===== config.mk =====
export PLATFORM = sky130hd
export DESIGN_NAME = multicycle_ctrl
export DESIGN_NICKNAME = d
export VERILOG_FILES = /design/src/rtl/multicycle_pkg.sv /design/src/rtl/ctrl_wait_timer.sv /design/src/rtl/multicycle_ctrl.sv
export SDC_FILE = /design/constraint.sdc
export NUM_CORES = 1
export LEC_CHECK = 0
export CAP_MARGIN = 20
export CORE_MARGIN = 5
export CORE_UTILIZATION = 52
export CTS_CLUSTER_DIAMETER = 100
export DETAILED_ROUTE_END_ITERATION = 8
export MAX_ROUTING_LAYER = met4
export PLACE_DENSITY = 0.79
export REMOVE_ABC_BUFFERS = 1
export SYNTH_ARGS = -nofsm -noshare
export SYNTH_HDL_FRONTEND = slang
export SYNTH_SLANG_ARGS = --single-unit

===== constraint.sdc =====
create_clock -name clk -period 4.8 [get_ports clk]
set_clock_uncertainty 0.05 [all_clocks]
set_input_delay 1.44 -clock clk [delete_from_list [all_inputs] [get_ports clk]]
set_output_delay 1.44 -clock clk [all_outputs]
set_load 0.05 [all_outputs]

===== src/rtl/multicycle_pkg.sv =====
// multicycle_pkg: shared encodings for the multicycle datapath controller.
//   - opcode constants decoded from instruction bits [31:26]
//   - controller state encoding (plain localparams, 4-bit)
//   - alu_op, alu_src_b and pc_src select encodings
//   - is_wait_state(): states that wait on the memory-ready handshake
`timescale 1ns/1ps
package multicycle_pkg;

  typedef logic [3:0] state_t;

  localparam state_t S_IDLE    = 4'd0;
  localparam state_t S_FETCH   = 4'd1;
  localparam state_t S_DECODE  = 4'd2;
  localparam state_t S_EXEC    = 4'd3;
  localparam state_t S_ALUWB   = 4'd4;
  localparam state_t S_MEMADR  = 4'd5;
  localparam state_t S_MEMRD   = 4'd6;
  localparam state_t S_MEMWB   = 4'd7;
  localparam state_t S_MEMWR   = 4'd8;
  localparam state_t S_BRANCH  = 4'd9;
  localparam state_t S_ADDI_EX = 4'd10;
  localparam state_t S_ADDI_WB = 4'd11;
  localparam state_t S_JUMP    = 4'd12;
  localparam state_t S_HALT    = 4'd13;

  localparam logic [5:0] OP_RTYPE = 6'b000000;
  localparam logic [5:0] OP_LW    = 6'b100011;
  localparam logic [5:0] OP_SW    = 6'b101011;
  localparam logic [5:0] OP_BEQ   = 6'b000100;
  localparam logic [5:0] OP_ADDI  = 6'b001000;
  localparam logic [5:0] OP_J     = 6'b000010;

  localparam logic [1:0] ALU_ADD   = 2'b00;
  localparam logic [1:0] ALU_SUB   = 2'b01;
  localparam logic [1:0] ALU_FUNCT = 2'b10;

  localparam logic [1:0] SRCB_B      = 2'b00;
  localparam logic [1:0] SRCB_FOUR   = 2'b01;
  localparam logic [1:0] SRCB_IMM    = 2'b10;
  localparam logic [1:0] SRCB_IMM_SH = 2'b11;

  localparam logic [1:0] PC_ALU    = 2'b00;
  localparam logic [1:0] PC_ALUOUT = 2'b01;
  localparam logic [1:0] PC_JUMP   = 2'b10;

  function automatic logic is_wait_state(input state_t s);
    return (s == S_FETCH) || (s == S_MEMRD) || (s == S_MEMWR);
  endfunction

endpackage


===== src/rtl/ctrl_wait_timer.sv =====
// ctrl_wait_timer: bounded wait counter for the memory-ready handshake.
//   clk     : system clock
//   rst_n   : synchronous active-low reset, clears the count
//   clear   : restart the count (wins over tick)
//   tick    : one more cycle spent waiting (mem_ready low in a wait state)
//   expired : combinational; the count already stands at MAX_WAIT and this
//             cycle is still a waiting one, so the wait has timed out
// The count saturates at MAX_WAIT and never wraps.
`timescale 1ns/1ps
module ctrl_wait_timer
  import multicycle_pkg::*;
#(
  parameter int MAX_WAIT = 15,
  parameter int WAIT_W   = 8
) (
  input  logic clk,
  input  logic rst_n,
  input  logic clear,
  input  logic tick,
  output logic expired
);

  localparam logic [WAIT_W-1:0] MAX_CNT = WAIT_W'(MAX_WAIT);

  logic [WAIT_W-1:0] count_q, count_d;

  always_comb begin
    count_d = count_q;
    if (clear) begin
      count_d = '0;
    end else if (tick && (count_q != MAX_CNT)) begin
      count_d = count_q + 1'b1;
    end
  end

  // Ready in the same cycle the count sits at MAX_WAIT drops tick, so a
  // late completion still succeeds.
  assign expired = tick && (count_q == MAX_CNT);

  always_ff @(posedge clk) begin
    if (!rst_n) begin
      count_q <= '0;
    end else begin
      count_q <= count_d;
    end
  end

endmodule


===== src/rtl/multicycle_ctrl.sv =====
// multicycle_ctrl: Moore controller for a multicycle datapath
// (fetch / decode / execute / memory / writeback).
// Ports:
//   clk, rst_n        : clock, synchronous active-low reset
//   opcode[5:0]       : instruction register bits [31:26]
//   mem_ready         : memory finished the current access this cycle
//   IR_W              : 1 = IR holds, 0 = IR captures at the next edge
//   pc_we, pc_we_cond : unconditional / zero-qualified PC write
//   iord              : memory address select (0 = PC, 1 = ALUOut)
//   mem_rd, mem_wr    : memory strobes
//   reg_we, reg_dst, mem_to_reg : register file write controls
//   alu_src_a, alu_src_b, alu_op, pc_src : datapath selects
//   fault             : sticky illegal-opcode / memory-timeout flag
// Optional build macro MULTICYCLE_CTRL_PERF_EN adds instr_retired[31:0]
// and cycle_count[31:0] performance counters.
`timescale 1ns/1ps
module multicycle_ctrl
  import multicycle_pkg::*;
#(
  parameter int MAX_WAIT = 15,
  parameter int WAIT_W   = 8
) (
  input  logic       clk,
  input  logic       rst_n,
  input  logic [5:0] opcode,
  input  logic       mem_ready,
  output logic       IR_W,
  output logic       pc_we,
  output logic       pc_we_cond,
  output logic       iord,
  output logic       mem_rd,
  output logic       mem_wr,
  output logic       reg_we,
  output logic       reg_dst,
  output logic       mem_to_reg,
  output logic       alu_src_a,
  output logic [1:0] alu_src_b,
  output logic [1:0] alu_op,
  output logic [1:0] pc_src,
  output logic       fault
`ifdef MULTICYCLE_CTRL_PERF_EN
  ,
  output logic [31:0] instr_retired,
  output logic [31:0] cycle_count
`endif
);

  state_t state_q, state_d;
  logic   fault_q, fault_d;
  logic   wait_tick, wait_clear, wait_expired;

  assign wait_tick  = is_wait_state(state_q) && !mem_ready;
  // Any state change restarts the count, so every wait state is entered
  // with a fresh budget (including MEMWR -> FETCH).
  assign wait_clear = (state_d != state_q) || !is_wait_state(state_q);

  ctrl_wait_timer #(
    .MAX_WAIT (MAX_WAIT),
    .WAIT_W   (WAIT_W)
  ) u_wait_timer (
    .clk     (clk),
    .rst_n   (rst_n),
    .clear   (wait_clear),
    .tick    (wait_tick),
    .expired (wait_expired)
  );

  // Next-state logic
  always_comb begin
    state_d = state_q;
    unique case (state_q)
      S_IDLE:   state_d = S_FETCH;
      S_FETCH: begin
        if (mem_ready)         state_d = S_DECODE;
        else if (wait_expired) state_d = S_HALT;
      end
      S_DECODE: begin
        unique case (opcode)
          OP_RTYPE:     state_d = S_EXEC;
          OP_LW, OP_SW: state_d = S_MEMADR;
          OP_BEQ:       state_d = S_BRANCH;
          OP_ADDI:      state_d = S_ADDI_EX;
          OP_J:         state_d = S_JUMP;
          default:      state_d = S_HALT;
        endcase
      end
      S_EXEC:    state_d = S_ALUWB;
      S_ALUWB:   state_d = S_FETCH;
      // IR is held after fetch, so opcode still names lw or sw here.
      S_MEMADR:  state_d = (opcode == OP_SW) ? S_MEMWR : S_MEMRD;
      S_MEMRD: begin
        if (mem_ready)         state_d = S_MEMWB;
        else if (wait_expired) state_d = S_HALT;
      end
      S_MEMWB:   state_d = S_FETCH;
      S_MEMWR: begin
        if (mem_ready)         state_d = S_FETCH;
        else if (wait_expired) state_d = S_HALT;
      end
      S_BRANCH:  state_d = S_FETCH;
      S_ADDI_EX: state_d = S_ADDI_WB;
      S_ADDI_WB: state_d = S_FETCH;
      S_JUMP:    state_d = S_FETCH;
      S_HALT:    state_d = S_HALT;
      default:   state_d = S_HALT;
    endcase
  end

  assign fault_d = fault_q || (state_d == S_HALT);

  always_ff @(posedge clk) begin
    if (!rst_n) begin
      state_q <= S_IDLE;
      fault_q <= 1'b0;
    end else begin
      state_q <= state_d;
      fault_q <= fault_d;
    end
  end

  // Output decode (Moore except the fetch-completion qualification)
  always_comb begin
    IR_W       = 1'b1;
    pc_we      = 1'b0;
    pc_we_cond = 1'b0;
    iord       = 1'b0;
    mem_rd     = 1'b0;
    mem_wr     = 1'b0;
    reg_we     = 1'b0;
    reg_dst    = 1'b0;
    mem_to_reg = 1'b0;
    alu_src_a  = 1'b0;
    alu_src_b  = SRCB_B;
    alu_op     = ALU_ADD;
    pc_src     = PC_ALU;
    unique case (state_q)
      S_IDLE: alu_src_b = SRCB_FOUR;
      S_FETCH: begin
        mem_rd    = 1'b1;
        alu_src_b = SRCB_FOUR;
        // Capture IR and advance PC only in the cycle the read completes.
        IR_W      = !mem_ready;
        pc_we     = mem_ready;
      end
      S_DECODE: alu_src_b = SRCB_IMM_SH;
      S_EXEC: begin
        alu_src_a = 1'b1;
        alu_op    = ALU_FUNCT;
      end
      S_ALUWB: begin
        reg_we  = 1'b1;
        reg_dst = 1'b1;
      end
      S_MEMADR, S_ADDI_EX: begin
        alu_src_a = 1'b1;
        alu_src_b = SRCB_IMM;
      end
      S_MEMRD: begin
        mem_rd = 1'b1;
        iord   = 1'b1;
      end
      S_MEMWB: begin
        reg_we     = 1'b1;
        mem_to_reg = 1'b1;
      end
      S_MEMWR: begin
        mem_wr = 1'b1;
        iord   = 1'b1;
      end
      S_BRANCH: begin
        alu_src_a  = 1'b1;
        alu_op     = ALU_SUB;
        pc_we_cond = 1'b1;
        pc_src     = PC_ALUOUT;
      end
      S_ADDI_WB: reg_we = 1'b1;
      S_JUMP: begin
        pc_we  = 1'b1;
        pc_src = PC_JUMP;
      end
      default: ;
    endcase
  end

  assign fault = fault_q;

`ifdef MULTICYCLE_CTRL_PERF_EN
  logic [31:0] instr_retired_q, instr_retired_d;
  logic [31:0] cycle_count_q, cycle_count_d;

  always_comb begin
    cycle_count_d   = cycle_count_q;
    instr_retired_d = instr_retired_q;
    if ((state_q != S_IDLE) && (state_q != S_HALT)) begin
      cycle_count_d = cycle_count_q + 32'd1;
    end
    // Entering fetch from anything but idle or fetch ends an instruction.
    if ((state_d == S_FETCH) && (state_q != S_IDLE) && (state_q != S_FETCH)) begin
      instr_retired_d = instr_retired_q + 32'd1;
    end
  end

  always_ff @(posedge clk) begin
    if (!rst_n) begin
      cycle_count_q   <= '0;
      instr_retired_q <= '0;
    end else begin
      cycle_count_q   <= cycle_count_d;
      instr_retired_q <= instr_retired_d;
    end
  end

  assign instr_retired = instr_retired_q;
  assign cycle_count   = cycle_count_q;
`endif

endmodule


==> metrics.md <==
| Metric | Value |
|---|---|
| Outcome | `finished clean` |
| Post-Route WL | `2.72 mm` |
| Pwr/cell area | `234 mW/mm2` |
| DRT iter0 DRCs | `30` |
| Cts repair resizes | `0` |
| Via count | `1,082` |
| Die ar. | `0.00305 mm2` |
| Count of state elements after synthesis | `13` |
| Fin worst setup slack | `0.368 ns` |
| DRT Pass-1 Iters | `4` |
| Final setup viols | `0` |
| HP Start | `fault` |
| Synthesis-to-finish area growth | `25.6%` |
| Register area share after synthesis | `0.245` |
| WHS Endpoint | `fault` |
| DRC | `0` |
| Max-Slew Margin vs Limit | `0.495` |
| Yosys top cell by area | `dfxtp_1` |
| Post-DP HPWL | `2.08 mm` |
| Crit-path slowest cell | `clkdlybuf4s50_1` |
| Total clock buffers created by CTS | `3` |
| Most frequent cell after synthesis | `nor2_1` |
| R2R Path End | `u_wait_timer.count_q[1]` |
| Clock transition at the registers of the reported paths | `0.07 ns` |
| Mean post-synth cell area | `7.53 um2` |
| Clk sink count | `13` |
| NumNets Final | `173` |
| Crit-path cells | `clkdlybuf4s50_1, nand2_1, clkdlybuf4s50_1` |
| Number of distinct library cells after synthesis | `48` |
| Leak Pwr | `0.516 nW` |
| FF-to-FF path depth | `6` |
| VDD IR max | `0.000194 V` |
| CTS tree | `yes` |
| Setup CP Type | `primary input to output pin` |
| Actual slew at the worst max-slew pin | `0.756 ns` |
| Longest Clk Path Bufs | `2` |
| RSZ-0062 raised after global routing | `no` |
| Antenna violations before repair | `0` |
| Crit path arrival time | `2.94 ns` |
| GPL Wtd Cong | `0.856` |
| Layout cell share with drive strength beyond 1 | `0.0802` |
| Most common library cells after synthesis | `nor2_1 (20), dfxtp_1 (13), a21oi_1 (11), nand2_1 (9), o21ai_0 (8)` |
| Post-synth top flop | `dfxtp_1` |
| CP delay by family, top | `buffers and inverters` |
| Mapped Area | `0.00106 mm2` |
| Routed vias/inst | `5.72` |
| Largest net degree at the start of global routing | `24` |
| Final core utilization | `0.680` |
| Hold Fails Final Rpt | `0` |
| # rows | `16` |
| Core footprint | `0.00196 mm2` |
| Final ANT Viol Nets | `0` |
| Ys async rst share | `0` |
| Worst EP required | `3.31 ns` |
| Max stage delay on crit path | `0.81 ns` |
| Die Ht | `55.2 um` |
| Top Ports | `26` |
| DR WL/cell | `14.4 um` |
| CP Max Fanout | `7` |
| Max Cap Violations | `0` |
| First-pass GRT wire length | `4.49 mm` |
| Hold/Removal Path Class | `flip-flop to flip-flop` |
| Congestion Overflow GR | `0` |
| Power, Total | `0.313 mW` |
| Synth area leaders | `dfxtp_1 (24%), nor2_1 (7.1%), a21oi_1 (5.2%)` |
| Die Width | `55.2 um` |
| Post-CTS Setup Inserts | `0` |
| IO Port Bufs | `25` |
| Most used cell, CP | `clkdlybuf4s50_1` |
| Cells after Synth | `141` |
| Ys Warns | `0` |
| Max Slew Vio Count | `0` |
| Hold-fix buffers at CTS | `0` |
| CTS root buf | `clkbuf_4` |
| Reg2reg start | `state_q[0]` |
| Global Route Usage Sum | `0.208` |
| Initial Util | `0.541` |
| Setup crit end kind | `output pin` |
| Tmin final | `4.43 ns` |
| Startpoint Class | `primary input` |
| Number of enable flip-flop cells after synthesis | `0` |
| Tcrit/Tclk final | `0.923` |
| FF-to-FF setup slack | `2.29 ns` |
| Max Fclk | `226 MHz` |
| Number of diodes | `0` |
| Clock Latency Late Sink | `0.27 ns` |
| Yosys top cell area share | `0.245` |
| H-tree lvl count | `1` |
| Hold Path Stages | `1` |
| Number of global-route vias before repair | `1,083` |
| Worst path bufs/invs | `2` |
| Pre-CTS setup slack | `0.374 ns` |
==> cell families (layout without fill, tap and decap cells) <==
logic type | count (synthesis) | in the layout | share of synthesized area
AOI/OAI and AO/OA | 38 | 38 | 0.258
muxes | 1 | 1 | 0.00942
xor gates and xnor gates | 9 | 9 | 0.0742
buffers and inverters | 12 | 33 | 0.0518
and+or+nand+nor | 67 | 67 | 0.350
DFF | 13 | 13 | 0.245
adders and majority gates | 1 | 1 | 0.0118
==> how the worst max path moves through the flow <==
stage               cells past startpoint   endpoint  slack [ns]       start
detailed placement                      3       IR_W        0.37   mem_ready
global route                            3       IR_W        0.34   mem_ready
floorplan                               2  alu_op[0]       -0.87  state_q[0]
CTS                                     3       IR_W        0.37   mem_ready
finish                                  3       IR_W        0.37   mem_ready
global placement                        3       IR_W        0.40   mem_ready
==> sequential cells by signal, indices dropped and copies added, names as in the netlist <==
register,flops
fault,1
state_q,4
u_wait_timer.count_q,8
==> routing by layer <==
| layer | global-route usage | part of all wire | up-vias |
|---|---|---|---|
| li1 | - | - | 552 |
| met1 | 0.247 | 0.49 | 502 |
| met2 | 0.348 | 0.47 | 24 |
| met3 | 0.0563 | 0.039 | 4 |
| met4 | 0.0526 | 0.0074 | 0 |
| met5 | - | 0 | - |
==> metrics by stage <==
step	TNS, ns	instance area [um2]	hold WS [ns]	std cells
after global routing	0	1330	0.462	189
after CTS	0	1330	0.427	189
after global placement	0	1310	0.405	185
final	0	1330	0.418	189
after floorplan	-2.61	1020	0.417	132
after detailed placement	0	1310	0.409	185
==> cell type report <==
type	count	area (um2)
Clock buffer	4	26.3
Fill cell	205	628
Inverter	3	11.3
Multi-Input combinational cell	116	747
Sequential cell	13	260
Tap cell	27	33.8
Timing Repair Buffer	26	255
==> power breakdown <==
group	leakage, nW	switching, mW	internal, mW
clock network	0.0150	0.0332	0.0322
registers	0.105	0.0161	0.111
logic	0.396	0.0720	0.0478
==> layout by cell type, fill, tap and decap left out, types with 5 or more instances in the layout <==
cell / count
o21ai_0: 8
dfxtp_1: 13
nand2_1: 9
clkdlybuf4s50_1: 24
nor3_1: 7
a21oi_1: 11
nand2b_1: 5
xor2_1: 5
nor2_1: 20
==> worst register-to-register path: cells and delay by family, from the launching register on <==
family	cells	cell delay, ns
and+or+nand+nor	2	0.62
muxes	1	0.22
DFF	1	0.79
AOI/OAI and AO/OA	3	0.72
Power figures use the tool's default switching activity.
